**config.mk**
```make
export PLATFORM = sky130hd
export DESIGN_NAME = ram_copy_master_flat
export DESIGN_NICKNAME = d
export VERILOG_FILES = /design/src/rtl/ram_copy_master_if.sv /design/src/rtl/ram_copy_master.sv /design/src/flat_wrapper.sv
export SDC_FILE = /design/constraint.sdc
export NUM_CORES = 1
export LEC_CHECK = 0
export BUFFER_PORTS_ARGS = -buffer_cell sky130_fd_sc_hd__buf_2
export CORE_MARGIN = 3
export CORE_UTILIZATION = 50
export DETAILED_ROUTE_END_ITERATION = 16
export GPL_TIMING_DRIVEN = 0
export PLACE_DENSITY_LB_ADDON = 0.15
export SLEW_MARGIN = 5
export SYNTH_ARGS = -nofsm -noshare
export SYNTH_HDL_FRONTEND = slang
export SYNTH_SLANG_ARGS = --single-unit
```
**constraint.sdc**
```tcl
create_clock -name clk -period 4.1 [get_ports clk]
set_input_delay 0.41 -clock clk [delete_from_list [all_inputs] [get_ports clk]]
set_output_delay 0.41 -clock clk [all_outputs]
set_load 0.05 [all_outputs]
```
**src/rtl/ram_copy_master_if.sv**
```systemverilog
// Avalon-MM bus between the copy master and the on-chip single-port RAM.
// Zero latency: a plain bundle of wires with no storage of its own.
// No backpressure: the RAM has no waitrequest and returns readdata one cycle after a read.
//
// master modport: address, byteenable, chipselect, write, writedata, clken out; readdata in.
// slave  modport: the same signals with directions reversed.
interface ram_copy_master_if #(
  parameter int ADDR_WIDTH = 12,
  parameter int DATA_WIDTH = 32
);
  logic [ADDR_WIDTH-1:0]   address;
  logic [DATA_WIDTH/8-1:0] byteenable;
  logic                    chipselect;
  logic                    write;
  logic [DATA_WIDTH-1:0]   writedata;
  logic                    clken;
  logic [DATA_WIDTH-1:0]   readdata;

  modport master (
    output address, byteenable, chipselect, write, writedata, clken,
    input  readdata
  );

  modport slave (
    input  address, byteenable, chipselect, write, writedata, clken,
    output readdata
  );
endinterface

```
**src/rtl/ram_copy_master.sv**
```systemverilog
// Copies a block of words from one RAM region to another and keeps a running checksum of them.
// Latency: 3 cycles per word (read, capture, write); done pulses 3*length+1 cycles after the accepted start.
// No backpressure: the RAM never stalls; start is ignored unless the engine is idle.
//
// Ports: clk, reset (async, active-high);
//        start/src_addr/dst_addr/length: request, latched when start is accepted in idle;
//        busy/done/checksum: status back to the control register block;
//        bus: Avalon-MM master port to the RAM (all outputs registered).
module ram_copy_master #(
  parameter int ADDR_WIDTH = 12,
  parameter int DATA_WIDTH = 32,
  parameter int LEN_WIDTH  = 13
) (
  input  logic                  clk,
  input  logic                  reset,
  input  logic                  start,
  input  logic [ADDR_WIDTH-1:0] src_addr,
  input  logic [ADDR_WIDTH-1:0] dst_addr,
  input  logic [LEN_WIDTH-1:0]  length,
  output logic                  busy,
  output logic                  done,
  output logic [DATA_WIDTH-1:0] checksum,
  ram_copy_master_if.master     bus
);

  typedef enum logic [2:0] {
    ST_IDLE,
    ST_RD,
    ST_CAP,
    ST_WR,
    ST_DONE
  } state_t;

  state_t                state, state_d;
  logic [ADDR_WIDTH-1:0] src_ptr, src_ptr_d;
  logic [ADDR_WIDTH-1:0] dst_ptr, dst_ptr_d;
  logic [LEN_WIDTH-1:0]  remaining, remaining_d;
  logic [DATA_WIDTH-1:0] data_buf, data_buf_d;
  logic [DATA_WIDTH-1:0] checksum_d;

  // Next values of the registered bus and status outputs.
  logic [ADDR_WIDTH-1:0] address_d;
  logic                  chipselect_d;
  logic                  write_d;
  logic [DATA_WIDTH-1:0] writedata_d;
  logic                  busy_d;
  logic                  done_d;

  // The RAM is always byte-complete and always clocked.
  assign bus.byteenable = '1;
  assign bus.clken      = 1'b1;

  // Next-state and datapath updates.
  always_comb begin
    state_d     = state;
    src_ptr_d   = src_ptr;
    dst_ptr_d   = dst_ptr;
    remaining_d = remaining;
    data_buf_d  = data_buf;
    checksum_d  = checksum;

    case (state)
      ST_IDLE: begin
        if (start) begin
          src_ptr_d   = src_addr;
          dst_ptr_d   = dst_addr;
          remaining_d = length;
          checksum_d  = '0;
          state_d     = (length == '0) ? ST_DONE : ST_RD;
        end
      end
      ST_RD: begin
        state_d = ST_CAP;
      end
      ST_CAP: begin
        // readdata belongs to the read issued in the previous cycle.
        data_buf_d = bus.readdata;
        checksum_d = checksum + bus.readdata;
        state_d    = ST_WR;
      end
      ST_WR: begin
        // Pointers wrap naturally at the top of the address space.
        src_ptr_d   = src_ptr + 1'b1;
        dst_ptr_d   = dst_ptr + 1'b1;
        remaining_d = remaining - 1'b1;
        state_d     = (remaining == LEN_WIDTH'(1)) ? ST_DONE : ST_RD;
      end
      ST_DONE: begin
        state_d = ST_IDLE;
      end
      default: begin
        state_d = ST_IDLE;
      end
    endcase
  end

  // Bus outputs are registered, so they are derived from the state being entered:
  // RD drives the (possibly just incremented) source pointer, WR drives the
  // destination pointer with the word captured in CAP.
  always_comb begin
    chipselect_d = (state_d == ST_RD) || (state_d == ST_WR);
    write_d      = (state_d == ST_WR);
    address_d    = bus.address;
    writedata_d  = bus.writedata;
    if (state_d == ST_RD) begin
      address_d = src_ptr_d;
    end else if (state_d == ST_WR) begin
      address_d   = dst_ptr_d;
      writedata_d = data_buf_d;
    end
    busy_d = (state_d == ST_RD) || (state_d == ST_CAP) || (state_d == ST_WR);
    done_d = (state_d == ST_DONE);
  end

  always_ff @(posedge clk or posedge reset) begin
    if (reset) begin
      state          <= ST_IDLE;
      src_ptr        <= '0;
      dst_ptr        <= '0;
      remaining      <= '0;
      data_buf       <= '0;
      checksum       <= '0;
      busy           <= 1'b0;
      done           <= 1'b0;
      bus.address    <= '0;
      bus.chipselect <= 1'b0;
      bus.write      <= 1'b0;
      bus.writedata  <= '0;
    end else begin
      state          <= state_d;
      src_ptr        <= src_ptr_d;
      dst_ptr        <= dst_ptr_d;
      remaining      <= remaining_d;
      data_buf       <= data_buf_d;
      checksum       <= checksum_d;
      busy           <= busy_d;
      done           <= done_d;
      bus.address    <= address_d;
      bus.chipselect <= chipselect_d;
      bus.write      <= write_d;
      bus.writedata  <= writedata_d;
    end
  end

endmodule

```
**src/flat_wrapper.sv**
```systemverilog
// flat-port wrapper written by rule: the top's interface ports become plain ports
module ram_copy_master_flat 
#(
  parameter int ADDR_WIDTH = 12,
  parameter int DATA_WIDTH = 32,
  parameter int LEN_WIDTH  = 13
)
  (clk, reset, start, src_addr, dst_addr, length, busy, done, checksum, bus_address, bus_byteenable, bus_chipselect, bus_write, bus_writedata, bus_clken, bus_readdata);
  ram_copy_master_if #(.ADDR_WIDTH(ADDR_WIDTH), .DATA_WIDTH(DATA_WIDTH)) bus_i ();
  input  logic clk;
  input  logic reset;
  input  logic start;
  input  logic [ADDR_WIDTH-1:0] src_addr;
  input  logic [ADDR_WIDTH-1:0] dst_addr;
  input  logic [LEN_WIDTH-1:0] length;
  output logic busy;
  output logic done;
  output logic [DATA_WIDTH-1:0] checksum;
  output wire logic [$bits(bus_i.address)-1:0] bus_address;
  output wire logic [$bits(bus_i.byteenable)-1:0] bus_byteenable;
  output wire logic [$bits(bus_i.chipselect)-1:0] bus_chipselect;
  output wire logic [$bits(bus_i.write)-1:0] bus_write;
  output wire logic [$bits(bus_i.writedata)-1:0] bus_writedata;
  output wire logic [$bits(bus_i.clken)-1:0] bus_clken;
  input wire logic [$bits(bus_i.readdata)-1:0] bus_readdata;
  assign bus_address = bus_i.address;
  assign bus_byteenable = bus_i.byteenable;
  assign bus_chipselect = bus_i.chipselect;
  assign bus_write = bus_i.write;
  assign bus_writedata = bus_i.writedata;
  assign bus_clken = bus_i.clken;
  assign bus_i.readdata = bus_readdata;
  ram_copy_master #(.ADDR_WIDTH(ADDR_WIDTH), .DATA_WIDTH(DATA_WIDTH), .LEN_WIDTH(LEN_WIDTH)) u_core (.clk(clk), .reset(reset), .start(start), .src_addr(src_addr), .dst_addr(dst_addr), .length(length), .busy(busy), .done(done), .checksum(checksum), .bus(bus_i));
endmodule
```
======== After elaboration in Yosys (flattened, before gate mapping) ========
Cells that the tools add are included.
word-level totals
  bits in registers ....................... 152
  bits in latches ......................... 0
  memory bits (writable) .................. 0
  bits in read-only memories .............. 0
  bits of input ports ..................... 72
  output and inout port bits .............. 85
  logic and storage cells ................. 52
  memories kept ........................... 0
operators by class
  $add $sub $neg .......................... 4
  multipliers ............................. 0
  div/mod/pow operators ................... 0
  magnitude comparators ................... 0
  equal/unequal tests ..................... 9
  shift-type cells ........................ 0
  multiplexer cells ....................... 15
  bitwise logic cells ..................... 1
  reduce and logical (&&, ||, !) cells .... 11
operators with widths
  operator                                                                 count
  32-bit 2-to-1 mux                                                        2
  32-bit case mux with 2 select lines                                      1
  12-bit 2-to-1 mux                                                        4
  12-bit case mux with 2 select lines                                      2
  32-bit adder                                                             1
  13-bit case mux with 2 select lines                                      1
  12-bit by 1-bit adder with 12-bit output (second input constant)         2
  13-bit by 1-bit equality test with 1-bit output (second input constant)  1
  13-bit zero test                                                         1
  13-bit 2-to-1 mux                                                        1
  13-bit by 1-bit subtractor with 13-bit output (second input constant)    1
  3-bit by 2-bit equality test with 1-bit output (second input constant)   4
  3-bit case mux with 4 select lines                                       1
  3-bit 2-to-1 mux                                                         3
  3-bit by 1-bit equality test with 1-bit output (second input constant)   2
  2-bit AND reduction                                                      3
  2-bit nonzero test                                                       3
  3-bit equality test (second input constant)                              1
  3-bit zero test                                                          1
  1-bit logical OR                                                         3
  2-bit inequality test (second input constant)                            1
  1-bit NOT                                                                1

======== Logic depth before layout (Yosys ltp) ========
  depth after elaboration ................. 7
  gate-level depth with buffers ........... 11
  gate-level depth less buffers ........... 11

======== Worst setup path before layout ========
No wires, ideal clock.
  path kind ............................... register to register
  from .................................... register u_core.checksum[0]
  to ...................................... register u_core.checksum[30]
  setup time .............................. 0.069 ns
  arrival time ............................ 2.749 ns
  data required time ...................... 4.031 ns
  path slack .............................. 1.282 ns
  stages on the path, launching flop included .. 12
  path buffers ............................ 0
  clock period less this slack ............ 2.818 ns
  cells stage by stage .................... dfrtp_1 -> ha_1 -> inv_1 -> fa_1 -> nor2b_1 -> o2111ai_1 -> a31oi_2 -> o2111ai_1 -> a31oi_1 -> nor2b_1 -> or4_1 -> nand3_1
on the way
  longest elaborated chain between the ends .. 2
RTL lines
  element                              line                    text
  start, declared                      ram_copy_master.sv:22   output logic [DATA_WIDTH-1:0] checksum,
  start signal, assigned               ram_copy_master.sv:135  checksum <= checksum_d;
  32-bit adder                         ram_copy_master.sv:78   checksum_d = checksum + bus.readdata;
  32-bit case mux with 2 select lines  ram_copy_master.sv:62   case (state)
Every way passes these cells.
A chain may end at the register's enable or synchronous reset.

======== Worst setup path in the final report ========
  from .................................... register u_core.checksum[0]
  to ...................................... register u_core.checksum[24]
Same word-level chain as after synthesis.

==> impl_metrics.ini <==
[die]
rows = 42
dieArea_mm2 = 0.0157
initial_core_util = 0.525
core_area_mm2 = 0.0136
die_height_um = 125
io-pin-count = 157
dieWidth_um = 125

[finish]
layout-area-overhead-vs-synth_pct = 22.1
post_layout_instance_count_excluding_filler_cells = 1180
layout-drive-gt1-share = 0.217
final_net_count = 1099
antenna-diode-count = 0

[timing]
max_clock_freq_mhz = 358
hold_viol = 0
worst_setup_skew_after_layout_ps = 8.64
grt_setup_unrepaired = false
timing.slew.headroom = 0.481
timing_max_transition_violations_final = 0
finalSetupViolCount = 0
clock_period_minus_worst_slack_ps = 2790
worst_margin_slew_ps = 779
layout_worst_path_cycle_share = 0.681

[clocking]
cts.repair.resized = 0
ctsHtreeMaxLevel = 4
cts_inserted_buffers = 17
tritoncts = done
cts-root-to-sink-buffers = 2
cts-hold-fix-buffers = 1
clock-sinks = 120
clock_latency_ps = 420
clock_slew_at_the_register_clock_pins_of_the_worst_setup_and_hold_paths_ps = 50
post_cts.repair.setup_buffers = 0
cts.root.buffer_cell = sky130_fd_sc_hd__clkbuf_16

[min_path]
hold_path_class = input pin to flip-flop

[global_route]
grt_use_total = 0.257
grt_pass1_vias = 6479
global_route_wire_length_before_repair_mm = 32.8
antenna_violations_before_repair = 0
maximum_number_of_pins_on_one_net_before_global_route_repair = 84
global_route.overflow_total = 0

[critical_path]
worstSetupStartpointType = flip-flop
path_max_fanout = 3
timing.critical_path.slowest_stage_cell = sky130_fd_sc_hd__o21ai_0
worst_path_largest_cell_delay_ps = 410
timing.critical_path.mode_cell = sky130_fd_sc_hd__o21ai_0
critPathCaptureType = flip-flop
worst_ep_arrival_time_ps = 3130
critical_path_required_ps = 4430
critical_path.cell_chain = ha_1 -> inv_1 -> fa_1 -> nor2b_1 -> o2111ai_1 -> a31oi_2 -> nor2_1 -> o21ai_0 -> a21oi_1 -> xor2_1 -> o21ai_0
crit_type = flip-flop to flip-flop

[power]
clockPowerShare = 0.169
p_per_area_mw_per_mm2 = 938
post-layout-total-power_uw = 8150
p_sw_frac = 0.513
share_comb_of_total_power = 0.569
irDropWorstVdd_uv = 587
internal_power_uw = 3970
seqPwrFrac = 0.262
switching_power_uw = 4180
power_leakage_uw = 0.00435

[routing]
routedWlPerCell_um = 16.9
initialDrtViolationCount = 596
routed_via_density = 5.72
route.vias.total = 6747
routed_wl_mm = 20.0
drtAntennaViolNets = 0
drt_drc_violations_left = 0
first_pass_iters = 7

[placed_design]
portBuffers = 151
place.detailed.hpwl_mm = 14.9
gp_routability_congestion = 0.918
dp.cells = 1147

[synthesis]
synth.top_cells.by_count = sky130_fd_sc_hd__nand2_1, sky130_fd_sc_hd__dfrtp_1, sky130_fd_sc_hd__o21ai_0
synthDominantAreaCellType = sky130_fd_sc_hd__dfrtp_1
synthesis.instances = 815
yosys_register_bits = 120
synth_flop_cell = sky130_fd_sc_hd__dfrtp_1
synthDominantCellAreaShare = 0.422
ys_seq_area_frac = 0.422
synth_most_common_cell = sky130_fd_sc_hd__nand2_1
synth_top_cells_by_area = sky130_fd_sc_hd__dfrtp_1, sky130_fd_sc_hd__nand2_1, sky130_fd_sc_hd__ha_1
share_of_async_settable_or_async_resettable_flops_after_synthesis = 1.00
synth_area_mm2 = 0.00712
yosysWarnings = 0
synth_cell_type_count = 68
count_of_flip_flops_with_a_built_in_enable_after_synthesis = 0
synth_area_per_cell_um2 = 8.74

[run_status]
status = finished clean

[flow_run]
max_cap_check_violation_count = 0
## area by class of cell
class / instances / area (um2)
Timing Repair Buffer: 153 / 793
Sequential cell: 120 / 3000
Inverter: 20 / 80.1
Tap cell: 176 / 220
Multi-Input combinational cell: 628 / 3810
Fill cell: 1230 / 4860
Clock buffer: 23 / 468
Buffer: 51 / 246
Clock inverter: 9 / 75.1
## worst max-delay path: cells and delay by family, from the launching register on
family,cells,cell delay (ps)
flops,1,360
compound gates,5,1300
fa+ha+maj,2,570
buf+inv,1,50
simple gates,2,230
xor+xnor,1,200
## placed cells by master, fill, tap and decap left out, drive strengths merged, types with 17 or more instances in the layout
cell type / instances
mux2i: 17
nand2: 174
nand3: 54
and3: 21
buf: 175
inv: 20
a21oi: 50
clkbuf: 51
nor2: 31
ha: 35
o21ai: 70
dfrtp: 120
## registers in the layout, summed over array words and instances, names as in the netlist
register and flops:
u_core.bus.writedata 32, u_core.checksum 32, u_core.remaining 13, u_core.bus.address 12, u_core.dst_ptr 12, u_core.src_ptr 12
u_core.state 3, u_core.bus.chipselect 1, u_core.bus.write 1, u_core.busy 1, u_core.done 1
## per-layer routing
layer | global-route usage | vias to the layer above | routed length [um]
met5 | 0 | - | 0
met4 | 0.0682 | 0 | 233
met3 | 0.0537 | 21 | 1140
met2 | 0.432 | 209 | 9770
met1 | 0.339 | 3230 | 8810
li1 | - | 3287 | -
## metrics by stage
step | hold slack [ps] | cell area, um2 | setup WS [ps] | TNS [ps] | utilization
6_report | 210 | 8700 | 1310 | 0 | 0.641
5_1_grt | 213 | 8700 | 1100 | 0 | 0.641
4_1_cts | 199 | 8700 | 1330 | 0 | 0.641
3_5_place_dp | 427 | 8140 | 1230 | 0 | 0.601
3_3_place_gp | 454 | 8110 | -929 | -110570 | 0.598
2_1_floorplan | 485 | 7140 | 504 | 0 | -
## power by group through the flow
stage / Sequential (uW) / Combinational, uW / Clock (uW)
after floorplan: 3270 / 2300 / 0
after global placement: 2130 / 4530 / 0
after detailed placement: 2140 / 4600 / 0
after CTS: 2130 / 4630 / 1400
after global routing: 2210 / 5070 / 1450
final: 2130 / 4640 / 1380
## cell families (layout without fill, tap and decap cells)
logic type	count (synthesis)	after routing	share of synthesized area
compound gates	215	215	0.196
mux	17	17	0.0239
simple gates	327	327	0.214
other cells	1	5	0.000527
flops	120	120	0.422
xor+xnor	28	28	0.0344
buf+inv	71	256	0.0452
fa+ha+maj	36	36	0.0643
## final timing paths
kind / start / endpoint / slack (ps) / depth (start not counted)
hold / removal: bus_readdata[24] / u_core.bus.writedata[24] / 210 / 3
hold reg to reg: u_core.bus.writedata[25] / u_core.bus.writedata[25] / 470 / 2
max in group asynchronous: reset / u_core.checksum[25] / 2840 / 4
min in group asynchronous: reset / u_core.bus.write / 540 / 3
setup reg to reg: u_core.checksum[0] / u_core.checksum[24] / 1310 / 11
setup / recovery: u_core.checksum[0] / u_core.checksum[24] / 1310 / 11
Note: power is estimated with default switching activity, not from simulation.
